--- config.mk ---
export PLATFORM = sky130hd
export DESIGN_NAME = spi_arbiter
export DESIGN_NICKNAME = d
export VERILOG_FILES = /design/src/rtl/spi_pkg.sv /design/src/rtl/spi_rr_pick.sv /design/src/rtl/spi_arbiter.sv
export SDC_FILE = /design/constraint.sdc
export NUM_CORES = 1
export LEC_CHECK = 0
export CAP_MARGIN = 15
export CELL_PAD_IN_SITES_DETAIL_PLACEMENT = 1
export CELL_PAD_IN_SITES_GLOBAL_PLACEMENT = 2
export CORE_MARGIN = 4
export CORE_UTILIZATION = 28
export CTS_BUF_LIST = sky130_fd_sc_hd__clkbuf_4
export DETAILED_ROUTE_END_ITERATION = 7
export PLACE_DENSITY_LB_ADDON = 0.1
export SLEW_MARGIN = 10
export SYNTH_ARGS = -nofsm -noshare
export SYNTH_HDL_FRONTEND = slang
export SYNTH_SLANG_ARGS = --single-unit
export TNS_END_PERCENT = 50
--- constraint.sdc ---
create_clock -name clk -period 5.9 [get_ports clk]
set_input_delay 1.18 -clock clk [delete_from_list [all_inputs] [get_ports clk]]
set_output_delay 1.18 -clock clk [all_outputs]
set_load 0.01 [all_outputs]
--- src/rtl/spi_pkg.sv ---
// Shared definitions for the SPI master and the arbiter that fronts it.
package spi_pkg;

  localparam int N_REQ_DEFAULT       = 4;
  localparam int TIMEOUT_CYC_DEFAULT = 96;
  localparam int CLK_DIV             = 4;

  typedef enum logic [1:0] {
    ST_IDLE,
    ST_START,
    ST_WAIT,
    ST_RESP
  } arb_state_t;

  // Index width that stays legal when there is only one item.
  function automatic int idx_width(input int n);
    return (n > 1) ? $clog2(n) : 1;
  endfunction

endpackage

--- src/rtl/spi_rr_pick.sv ---
// Round-robin pick: first requester at or above the pointer, wrapping to 0.
module spi_rr_pick
  import spi_pkg::*;
#(
  parameter int N_REQ = N_REQ_DEFAULT
) (
  input  logic [N_REQ-1:0]              i_req,
  input  logic [idx_width(N_REQ)-1:0]   i_ptr,
  output logic [N_REQ-1:0]              o_onehot,
  output logic [idx_width(N_REQ)-1:0]   o_idx,
  output logic                          o_valid
);

  localparam int PW = idx_width(N_REQ);

  logic [2*N_REQ-1:0] w_dbl;
  logic [N_REQ-1:0]   w_rot;
  logic [PW-1:0]      w_off;
  logic [PW:0]        w_sum;

  // Rotating a doubled copy puts the pointer position at bit 0.
  assign w_dbl = {i_req, i_req};
  assign w_rot = N_REQ'(w_dbl >> i_ptr);

  always_comb begin
    o_valid = 1'b0;
    w_off   = '0;
    for (int k = N_REQ - 1; k >= 0; k--) begin
      if (w_rot[k]) begin
        o_valid = 1'b1;
        w_off   = PW'(k);
      end
    end
    w_sum = {1'b0, i_ptr} + {1'b0, w_off};
    if (w_sum >= (PW+1)'(N_REQ)) begin
      w_sum = w_sum - (PW+1)'(N_REQ);
    end
    o_idx    = w_sum[PW-1:0];
    o_onehot = o_valid ? (N_REQ'(1) << o_idx) : '0;
  end

endmodule

--- src/rtl/spi_arbiter.sv ---
// Shares one SPI master among N_REQ requesters: round-robin grant, optional
// burst lock, and a timeout abort when the master never reports done.
module spi_arbiter
  import spi_pkg::*;
#(
  parameter int N_REQ       = N_REQ_DEFAULT,
  parameter int TIMEOUT_CYC = TIMEOUT_CYC_DEFAULT
) (
  input  logic                   clk,
  input  logic                   rst_n,
  input  logic [N_REQ-1:0]       req,
  input  logic [N_REQ-1:0][7:0]  wdata,
  input  logic [N_REQ-1:0]       lock,
  output logic [N_REQ-1:0]       gnt,
  output logic [7:0]             rdata,
  output logic [N_REQ-1:0]       rvalid,
  output logic [N_REQ-1:0]       err,
  output logic                   m_start,
  output logic [7:0]             m_tx_data,
  input  logic [7:0]             m_rx_data,
  input  logic                   m_busy,
  input  logic                   m_done
);

  localparam int PW = idx_width(N_REQ);
  localparam int CW = idx_width(TIMEOUT_CYC);

  arb_state_t       r_state, w_state_next;
  logic [PW-1:0]    r_ptr, w_ptr_next;
  logic [PW-1:0]    r_idx, w_idx_next;
  logic [7:0]       r_wdata, w_wdata_next;
  logic [7:0]       r_rdata, w_rdata_next;
  logic [CW-1:0]    r_cnt, w_cnt_next;
  logic [N_REQ-1:0] r_gnt, w_gnt_next;

  logic [N_REQ-1:0] w_pick_onehot;
  logic [PW-1:0]    w_pick_idx;
  logic             w_pick_valid;

  spi_rr_pick #(
    .N_REQ (N_REQ)
  ) u_pick (
    .i_req    (req),
    .i_ptr    (r_ptr),
    .o_onehot (w_pick_onehot),
    .o_idx    (w_pick_idx),
    .o_valid  (w_pick_valid)
  );

  function automatic logic [PW-1:0] f_next_idx(input logic [PW-1:0] idx);
    return (idx == PW'(N_REQ - 1)) ? '0 : idx + PW'(1);
  endfunction

  always_ff @(posedge clk) begin
    if (!rst_n) begin
      r_state <= ST_IDLE;
      r_ptr   <= '0;
      r_idx   <= '0;
      r_wdata <= '0;
      r_rdata <= '0;
      r_cnt   <= '0;
      r_gnt   <= '0;
    end else begin
      r_state <= w_state_next;
      r_ptr   <= w_ptr_next;
      r_idx   <= w_idx_next;
      r_wdata <= w_wdata_next;
      r_rdata <= w_rdata_next;
      r_cnt   <= w_cnt_next;
      r_gnt   <= w_gnt_next;
    end
  end

  always_comb begin
    w_state_next = r_state;
    w_ptr_next   = r_ptr;
    w_idx_next   = r_idx;
    w_wdata_next = r_wdata;
    w_rdata_next = r_rdata;
    w_cnt_next   = r_cnt;
    w_gnt_next   = r_gnt;
    m_start      = 1'b0;
    m_tx_data    = '0;
    rvalid       = '0;
    err          = '0;

    case (r_state)
      ST_IDLE: begin
        // A busy master blocks arbitration entirely.
        if (w_pick_valid && !m_busy) begin
          w_idx_next   = w_pick_idx;
          w_wdata_next = wdata[w_pick_idx];
          w_gnt_next   = w_pick_onehot;
          w_state_next = ST_START;
        end
      end

      ST_START: begin
        m_start      = 1'b1;
        m_tx_data    = r_wdata;
        w_cnt_next   = '0;
        w_state_next = ST_WAIT;
      end

      ST_WAIT: begin
        m_tx_data  = r_wdata;
        w_cnt_next = r_cnt + CW'(1);
        // Done is tested first so it beats a timeout landing on the same cycle.
        if (m_done) begin
          w_rdata_next = m_rx_data;
          w_state_next = ST_RESP;
        end else if (r_cnt == CW'(TIMEOUT_CYC - 1)) begin
          err          = r_gnt;
          w_gnt_next   = '0;
          w_ptr_next   = f_next_idx(r_idx);
          w_state_next = ST_IDLE;
        end
      end

      ST_RESP: begin
        rvalid       = r_gnt;
        w_gnt_next   = '0;
        w_ptr_next   = lock[r_idx] ? r_idx : f_next_idx(r_idx);
        w_state_next = ST_IDLE;
      end

      default: begin
        w_state_next = ST_IDLE;
      end
    endcase
  end

  assign gnt   = r_gnt;
  assign rdata = r_rdata;

endmodule

==> flow_summary_export.csv, run 1 <==
group,metric,value,unit
logic_synthesis,synth_simple_gate_area_share,27.42,%
cts,clkLatencyLatePin,0.33,ns
timing,post-route-period-util,73.64,%
worst_hold_path,min-delay-path-class,"reg -> reg",
cts,cts_inserted_buffers,5,
logic_synthesis,combinational_family_with_the_most_area_after_synthesis,"simple AND/OR/NAND/NOR gates",
logic_synthesis,synth_enable_flop_cells,0,
final_layout,areaGrowthSynthToFinish,40.62,%
drt,initialDrtViolationCount,53,
placed_design,placed_area,3055,um^2
final_layout,drive_above_1_share,5.638,%
power,worst_ir_drop_vdd,0.00006771,V
power,switchingPower,246.7,uW
power,power-per-cell-area,219.0,nW/um^2
worst_setup_path,cp_slowest_cell,"sky130_fd_sc_hd__clkdlybuf4s50_1",
worst_hold_path,timing.hold.worst_path_depth,2,
timing,fin_tns_setup,0,ns
floorplan,die-area,9372,um^2
worst_setup_path,worst-endpoint-required,4.72,ns
cts,clkTransAtPathRegs,0.11,ns
logic_synthesis,synth_flop_cell,"sky130_fd_sc_hd__dfxtp_1",
timing,unrepaired_setup_endpoints_after_global_routing,"no",
worst_setup_path,critical_path_start,"m_done",
worst_setup_path,regToRegEndpoint,"r_wdata[3]$_SDFFE_PN0P_",
cts,post_cts_buffers,0,
grt,globalRouteTotalUtil,13.40,%
grt,grt_antenna_before_repair,0,
worst_setup_path,worst_setup_path_start_kind,"input pin",
logic_synthesis,ys_types,47,
floorplan,start_util,28.73,%
timing,setup_viol_count_final,0,
power,power.switching_fraction,36.27,%
final_layout,final_core_utilization,40.40,%
power,power.leakage,1.232,nW
drt,detail_route.vias_per_cell,4.925,
logic_synthesis,async_sr_flop_fraction,0,%
grt,wire_length_of_the_first_global_routing_pass,10450,um
timing,timing.final.max_slew_violations,0,
worst_setup_path,r2r-start,"r_ptr[0]$_SDFFE_PN0P_",
timing,worst_slew_slack_as_a_fraction_of_its_limit,33.02,%
power,power.clock.fraction,17.2,%
logic_synthesis,adder_and_majority_cell_fraction_of_the_synthesized_area,4.533,%
grt,grt_start_max_net_pins,20,
logic_synthesis,mappedNetlistNets,323,
cts,cts_repair_resize_count,0,
logic_synthesis,synth-warning-count,0,
grt,grt_pass1_vias,2122,
worst_hold_path,worstHoldStart,"r_wdata[2]$_SDFFE_PN0P_",
power,internal-power,433.4,uW
logic_synthesis,post_synth_instance_area,2208,um^2
drt,number_of_iterations_in_the_first_detailed_routing_pass,4,
timing,hold_worst_slack,0.4530,ns
worst_setup_path,path_class,"in -> out",
placed_design,port-buffer-count,80,
cts,post_cts_hold_buffer_count,0,
worst_setup_path,critical_path.cell_chain,"clkdlybuf4s50_1 -> nand2b_1 -> nor3_2 -> and2_1 -> clkdlybuf4s50_1",
timing,clock_skew,0.01726,ns
drt,drtAntennaViolNets,0,
drt,dr_wl_cell,14.74,um
cts,cts.root.buffer_cell,"sky130_fd_sc_hd__clkbuf_4",
timing,max_slew.worst_pin.slew,1.005,ns
drt,totalWireLength,6469,um
worst_hold_path,hold-path-endpoint,"r_wdata[2]$_SDFFE_PN0P_",
logic_synthesis,synth_compound_gate_area_share,16.71,%
drt,via_count,2162,
worst_setup_path,crit_path_max_incr_delay,0.61,ns
placed_design,global_placement_routability_congestion,0.7117,
final_layout,layout.nets,398,
flow_run,drv_cap,0,
placed_design,sum_of_net_half_perimeters_after_detailed_placement,4891,um
status,outcome,"finished clean",
drt,remaining_drc_errors,0,
floorplan,dieHeight,96.81,um
logic_synthesis,postSynthAreaPerCell,8.397,um^2
final_layout,antennaDiodeCount,0,
cts,cts_sinks,33,
floorplan,num_io_pins,81,
power,seqPwrFrac,40.0,%
logic_synthesis,synth.ff_latch_count,33,
cts,h-tree-depth,2,
cts,cts_tree,"built",
power,p_comb_share,42.7,%
final_layout,postLayoutCellArea,3105,um^2
cts,ctsLongestPathBuffers,2,
worst_setup_path,regToRegSetupSlack,2.97,ns
floorplan,floorplan.core_area,7687,um^2
logic_synthesis,post_synth_inst_count,263,
worst_setup_path,cp_max_fo,11,
floorplan,die_width,96.81,um
floorplan,core.rowCount,32,
timing,hold_viol_final,0,
logic_synthesis,seq_area_frac_synth,29.92,%
grt,grt_overflow,0,
logic_synthesis,multiplexer_share_of_the_synthesized_area,13.20,%
timing,clock.fmax,230.2,MHz
worst_setup_path,critical_path.most_common_cell,"sky130_fd_sc_hd__clkdlybuf4s50_1",
worst_setup_path,worstSetupEndpointType,"output port",
timing,final.min_clock_period,4.345,ns
logic_synthesis,post_synth_xor_area_fraction,3.173,%
worst_setup_path,timing.critical_path.arrival,3.16,ns
worst_setup_path,timing.reg2reg.worst_path_depth,8,
==> cells in the final DEF, fill, tap and decap left out, types with 2 or more instances in the layout <==
cell type and count:
sky130_fd_sc_hd__a211oi_1 3, sky130_fd_sc_hd__nand4_1 2, sky130_fd_sc_hd__nor2_1 20, sky130_fd_sc_hd__nand2_1 39, sky130_fd_sc_hd__a21o_1 2, sky130_fd_sc_hd__nand3_1 10
sky130_fd_sc_hd__mux2i_1 28, sky130_fd_sc_hd__a21oi_1 12, sky130_fd_sc_hd__inv_1 6, sky130_fd_sc_hd__and2_1 17, sky130_fd_sc_hd__or3_1 2, sky130_fd_sc_hd__xnor2_1 4
sky130_fd_sc_hd__and3_1 16, sky130_fd_sc_hd__nand2b_1 2, sky130_fd_sc_hd__dfxtp_1 33, sky130_fd_sc_hd__o211ai_1 2, sky130_fd_sc_hd__ha_1 8, sky130_fd_sc_hd__o21ai_0 6
sky130_fd_sc_hd__buf_4 2, sky130_fd_sc_hd__nor3_1 2, sky130_fd_sc_hd__xor2_1 4, sky130_fd_sc_hd__o2bb2ai_1 2, sky130_fd_sc_hd__a22o_1 2, sky130_fd_sc_hd__clkbuf_4 5
sky130_fd_sc_hd__clkdlybuf4s50_1 80, sky130_fd_sc_hd__o41ai_1 5, sky130_fd_sc_hd__o41ai_2 3
==> state kept, by name, indices dropped and copies added (netlist names) <==
name,cells
r_state,2
r_idx,2
r_wdata,8
r_ptr,2
gnt,4
rdata,8
r_cnt,7
==> Yosys cell counts, types with 2 or more instances <==
| master | instances | share of area [%] |
|---|---|---|
| sky130_fd_sc_hd__a211oi_1 | 3 | 1.0 |
| sky130_fd_sc_hd__a21o_1 | 2 | 0.68 |
| sky130_fd_sc_hd__a21oi_1 | 12 | 2.7 |
| sky130_fd_sc_hd__a22o_1 | 2 | 0.79 |
| sky130_fd_sc_hd__and2_1 | 17 | 4.8 |
| sky130_fd_sc_hd__and3_1 | 16 | 4.5 |
| sky130_fd_sc_hd__buf_2 | 5 | 1.1 |
| sky130_fd_sc_hd__buf_6 | 4 | 2.0 |
| sky130_fd_sc_hd__clkbuf_1 | 4 | 0.68 |
| sky130_fd_sc_hd__dfxtp_1 | 33 | 30 |
| sky130_fd_sc_hd__ha_1 | 8 | 4.5 |
| sky130_fd_sc_hd__inv_1 | 6 | 1.0 |
| sky130_fd_sc_hd__mux2i_1 | 28 | 13 |
| sky130_fd_sc_hd__nand2_1 | 39 | 6.6 |
| sky130_fd_sc_hd__nand2b_1 | 2 | 0.57 |
| sky130_fd_sc_hd__nand3_1 | 10 | 2.3 |
| sky130_fd_sc_hd__nand4_1 | 2 | 0.57 |
| sky130_fd_sc_hd__nor2_1 | 20 | 3.4 |
| sky130_fd_sc_hd__nor3_1 | 2 | 0.45 |
| sky130_fd_sc_hd__o211ai_1 | 2 | 0.68 |
| sky130_fd_sc_hd__o21ai_0 | 6 | 1.4 |
| sky130_fd_sc_hd__o2bb2ai_1 | 2 | 0.79 |
| sky130_fd_sc_hd__o41ai_1 | 5 | 2.0 |
| sky130_fd_sc_hd__o41ai_2 | 3 | 2.2 |
| sky130_fd_sc_hd__or3_1 | 2 | 0.57 |
| sky130_fd_sc_hd__xnor2_1 | 4 | 1.6 |
| sky130_fd_sc_hd__xor2_1 | 4 | 1.6 |
==> critical path: cells and delay by family <==
kind                   cells  cell delay, ns
buffers and inverters      2            1.14
AND/OR/NAND/NOR            3            0.83
==> final cells by class <==
type / count / area [um^2]
clock buffer: 5 / 37.54
sequential: 33 / 660.6
multi-input combinational: 210 / 1436
timing repair buffer: 82 / 815.8
clock inverter: 1 / 5.005
fill: 922 / 4582
tap: 102 / 127.6
inverter: 6 / 22.52
==> power groups by stage <==
stage          sequential [mW]  clock [mW]  combinational (mW)
6_report                 0.272       0.117               0.291
5_1_grt                  0.277       0.133               0.322
4_1_cts                  0.273       0.124               0.295
3_5_place_dp             0.277           0               0.294
3_3_place_gp             0.276           0               0.290
2_1_floorplan            0.273           0               0.186
==> metrics by stage <==
stage,total power [mW],cells,setup WS [ns]
2_1_floorplan,0.4583,263,2.704
3_3_place_gp,0.5662,432,1.522
3_5_place_dp,0.5712,432,1.495
4_1_cts,0.6925,438,1.470
5_1_grt,0.7319,439,1.392
6_report,0.6800,439,1.555
==> cell families (layout without fill, tap and decap cells) <==
kind of cell,count (synthesis),count (layout)
multiplexers,29,29
XOR/XNOR,8,8
flip-flops,33,33
adder cells (fa/ha/maj),8,8
buffers and inverters,20,94
AO/OA/AOI/OAI,46,46
AND/OR/NAND/NOR,119,119
==> how the worst max path moves through the flow <==
| stage | end | slack (ns) | depth (start not counted) |
|---|---|---|---|
| after floorplan | r_wdata[6]$_SDFFE_PN0P_ | 2.70 | 10 |
| after CTS | err[1] | 1.47 | 5 |
| after global routing | err[1] | 1.39 | 5 |
| after global placement | err[1] | 1.52 | 5 |
| final | err[1] | 1.56 | 5 |
| after detailed placement | err[1] | 1.49 | 5 |
==> routing by layer <==
metal | share of wire [%] | vias to the layer above | track usage, %
li1 | - | 1093 | -
met1 | 48 | 1002 | 17.05
met2 | 45 | 61 | 22.51
met3 | 5.7 | 6 | 3.172
met4 | 1.2 | 0 | 3.888
met5 | 0 | - | 0
Power figures use the tool's default switching activity.
==> run 2, diff against run 1 <==
--- a/config.mk
+++ b/config.mk
@@ -9,7 +9,7 @@
 export CELL_PAD_IN_SITES_DETAIL_PLACEMENT = 1
 export CELL_PAD_IN_SITES_GLOBAL_PLACEMENT = 2
 export CORE_MARGIN = 4
-export CORE_UTILIZATION = 28
+export CORE_UTILIZATION = 23
 export CTS_BUF_LIST = sky130_fd_sc_hd__clkbuf_4
 export DETAILED_ROUTE_END_ITERATION = 7
 export PLACE_DENSITY_LB_ADDON = 0.1
==> constraint.sdc (replaced) <==
create_clock -name clk -period 3.9 [get_ports clk]
set_input_delay 0.78 -clock clk [delete_from_list [all_inputs] [get_ports clk]]
set_output_delay 0.78 -clock clk [all_outputs]
set_load 0.01 [all_outputs]
==> run 2 against run 1 <==
Compared with the run above: sequential power is 51% higher; wire length grew 6.1%; worst setup slack got worse by 1.1 ns; cell area rose by 3.0%; sequential share of layout area shrank 0.62 points; critical path depth rose by 1; total power up 64%; highest routed layer unchanged; global-route usage decreased by 1.5 points; worst hold slack lost 0.0036 ns; clock power up 120%; largest cell class unchanged; flip-flop and latch count unchanged.
==> flow_summary_export.csv, run 2 (synthesis gave the netlist of run 1 again) <==
group,metric,value,unit
status,outcome,"finished clean",
power,switchingPower,378.8,uW
placed_design,port-buffer-count,80,
flow_run,drv_cap,0,
final_layout,antennaDiodeCount,0,
placed_design,placed_area,3119,um^2
drt,via_count,2161,
worst_setup_path,path_class,"reg -> out",
final_layout,layout.cells.most_common_list,"sky130_fd_sc_hd__clkdlybuf4s50_1 (80), sky130_fd_sc_hd__nand2_1 (39), sky130_fd_sc_hd__dfxtp_1 (33), sky130_fd_sc_hd__mux2i_1 (28), sky130_fd_sc_hd__nor2_1 (20)",
timing,hold_worst_slack,0.4495,ns
worst_setup_path,critPathTopFamily,"simple AND/OR/NAND/NOR gates",
power,worst_ir_drop_vdd,0.0001435,V
cts,cts.root.buffer_cell,"sky130_fd_sc_hd__clkbuf_4",
grt,grt_antenna_before_repair,0,
drt,drtAntennaViolNets,0,
cts,cts_repair_resize_count,0,
drt,detail_route.vias_per_cell,4.588,
cts,clkTransAtPathRegs,0.11,ns
floorplan,core.rowCount,35,
timing,clock_skew,0.008086,ns
timing,finalWorstSetupSlack,0.4969,ns
drt,totalWireLength,6864,um
floorplan,floorplan.core_area,9284,um^2
worst_setup_path,worstSetupEndpointType,"output port",
worst_setup_path,critical_path_start,"r_state[0]$_SDFFE_PN0P_",
floorplan,die_width,106.0,um
cts,post_cts_buffers,0,
worst_setup_path,regToRegSetupSlack,1.51,ns
power,seqPwrFrac,37.0,%
power,power-per-cell-area,348.2,nW/um^2
power,power.switching_fraction,34.02,%
power,power.clock.fraction,23.4,%
worst_setup_path,r2r-start,"r_ptr[0]$_SDFFE_PN0P_",
final_layout,final_core_utilization,34.45,%
floorplan,start_util,23.79,%
placed_design,sum_of_net_half_perimeters_after_detailed_placement,5286,um
timing,post-route-period-util,87.26,%
cts,cts_sinks,33,
power,p_comb_share,39.6,%
worst_setup_path,critical_path_depth,6,
worst_setup_path,worst-endpoint-required,3.12,ns
final_layout,register_area,660.6,um^2
worst_setup_path,timing.critical_path.arrival,2.62,ns
cts,cts_inserted_buffers,5,
floorplan,die-area,11230,um^2
final_layout,layout.filler_cells,1135,
worst_hold_path,min-delay-path-class,"reg -> reg",
timing,unrepaired_setup_endpoints_after_global_routing,"no",
worst_setup_path,crit_path_max_incr_delay,0.54,ns
placed_design,dp_slack,0.5828,ns
drt,initialDrtViolationCount,27,
worst_setup_path,worst_setup_path_start_kind,"flop",
timing,final.min_clock_period,3.403,ns
timing,worst_slew_slack_as_a_fraction_of_its_limit,55.04,%
final_layout,layout.nets,401,
timing,setup_viol_count_final,0,
grt,wire_length_of_the_first_global_routing_pass,10880,um
final_layout,postLayoutCellArea,3198,um^2
final_layout,drive_above_1_share,6.725,%
floorplan,dieHeight,106.0,um
placed_design,global_placement_routability_congestion,0.7119,
drt,remaining_drc_errors,0,
drt,dr_wl_cell,14.57,um
cts,ctsLongestPathBuffers,2,
cts,h-tree-depth,2,
cts,clkLatencyLatePin,0.33,ns
worst_setup_path,regToRegEndpoint,"r_wdata[7]$_SDFFE_PN0P_",
grt,grt_pass1_vias,2137,
worst_setup_path,cp_slowest_cell,"sky130_fd_sc_hd__clkdlybuf4s50_1",
worst_setup_path,critical_path.cell_chain,"inv_1 -> ha_1 -> nand2b_1 -> nor3_2 -> and2_1 -> clkdlybuf4s50_1",
power,power.leakage,1.262,nW
timing,fin_tns_setup,0,ns
timing,timing.final.max_slew_violations,0,
timing,clock.fmax,293.9,MHz
cts,cts_tree,"built",
power,totalPowerFinal,1.114,mW
drt,number_of_iterations_in_the_first_detailed_routing_pass,4,
power,internal-power,734.8,uW
worst_setup_path,cp_max_fo,13,
final_layout,multi_input_comb_area,1436,um^2
timing,max_slew.worst_pin.slew,0.6719,ns
final_layout,fin_cells,471,
grt,grt_overflow,0,
grt,grt_start_max_net_pins,20,
final_layout,layout.cells.most_common,"sky130_fd_sc_hd__clkdlybuf4s50_1",
worst_setup_path,timing.critical_path.buf_inv,2,
floorplan,num_io_pins,81,
placed_design,dp.cells,463,
timing,hold_viol_final,0,
final_layout,areaGrowthSynthToFinish,44.82,%
worst_setup_path,timing.reg2reg.worst_path_depth,9,
worst_setup_path,worstSetupEndpoint,"err[1]",
grt,globalRouteTotalUtil,11.95,%
cts,post_cts_hold_buffer_count,0,
-- run 2: layout make-up --
class	count	share of cell area, %
clock inverter	2	1.056
tap	129	5.047
timing repair buffer	85	26.21
sequential	33	20.66
clock buffer	6	1.408
inverter	6	0.7042
multi-input combinational	210	44.91
-- run 2: per-layer routing --
metal / vias up / part of all wire (%) / global-route usage [%]
li1: 1094 / - / -
met1: 1005 / 46 / 14.84
met2: 57 / 46 / 20.72
met3: 5 / 6.6 / 2.854
met4: 0 / 1.0 / 3.053
met5: - / 0 / 0
-- run 2: worst register-to-register path, cell delays in order (launching register included) --
cell and delay (ns):
sky130_fd_sc_hd__dfxtp_1 0.57, sky130_fd_sc_hd__nor3_1 0.12, sky130_fd_sc_hd__a311oi_1 0.25, sky130_fd_sc_hd__o211ai_1 0.11, sky130_fd_sc_hd__ha_1 0.28, sky130_fd_sc_hd__buf_4 0.30, sky130_fd_sc_hd__mux2i_1 0.30, sky130_fd_sc_hd__nand2_1 0.08
sky130_fd_sc_hd__mux2i_1 0.16, sky130_fd_sc_hd__o41ai_2 0.09
-- run 2: worst min path at each step --
stage / depth (start not counted) / start / end
after global placement: 2 / r_wdata[2]$_SDFFE_PN0P_ / r_wdata[2]$_SDFFE_PN0P_
after floorplan: 2 / r_wdata[1]$_SDFFE_PN0P_ / r_wdata[1]$_SDFFE_PN0P_
after CTS: 2 / r_wdata[1]$_SDFFE_PN0P_ / r_wdata[1]$_SDFFE_PN0P_
after detailed placement: 2 / r_wdata[1]$_SDFFE_PN0P_ / r_wdata[1]$_SDFFE_PN0P_
after global routing: 2 / r_wdata[2]$_SDFFE_PN0P_ / r_wdata[2]$_SDFFE_PN0P_
final: 2 / r_wdata[1]$_SDFFE_PN0P_ / r_wdata[1]$_SDFFE_PN0P_
-- run 2: power by group through the flow --
| stage | registers [mW] | logic [mW] | clock network (mW) |
|---|---|---|---|
| after detailed placement | 0.421 | 0.450 | 0 |
| final | 0.412 | 0.441 | 0.261 |
| after global placement | 0.420 | 0.447 | 0 |
| after CTS | 0.413 | 0.452 | 0.276 |
| after floorplan | 0.413 | 0.281 | 0 |
| after global routing | 0.420 | 0.489 | 0.288 |
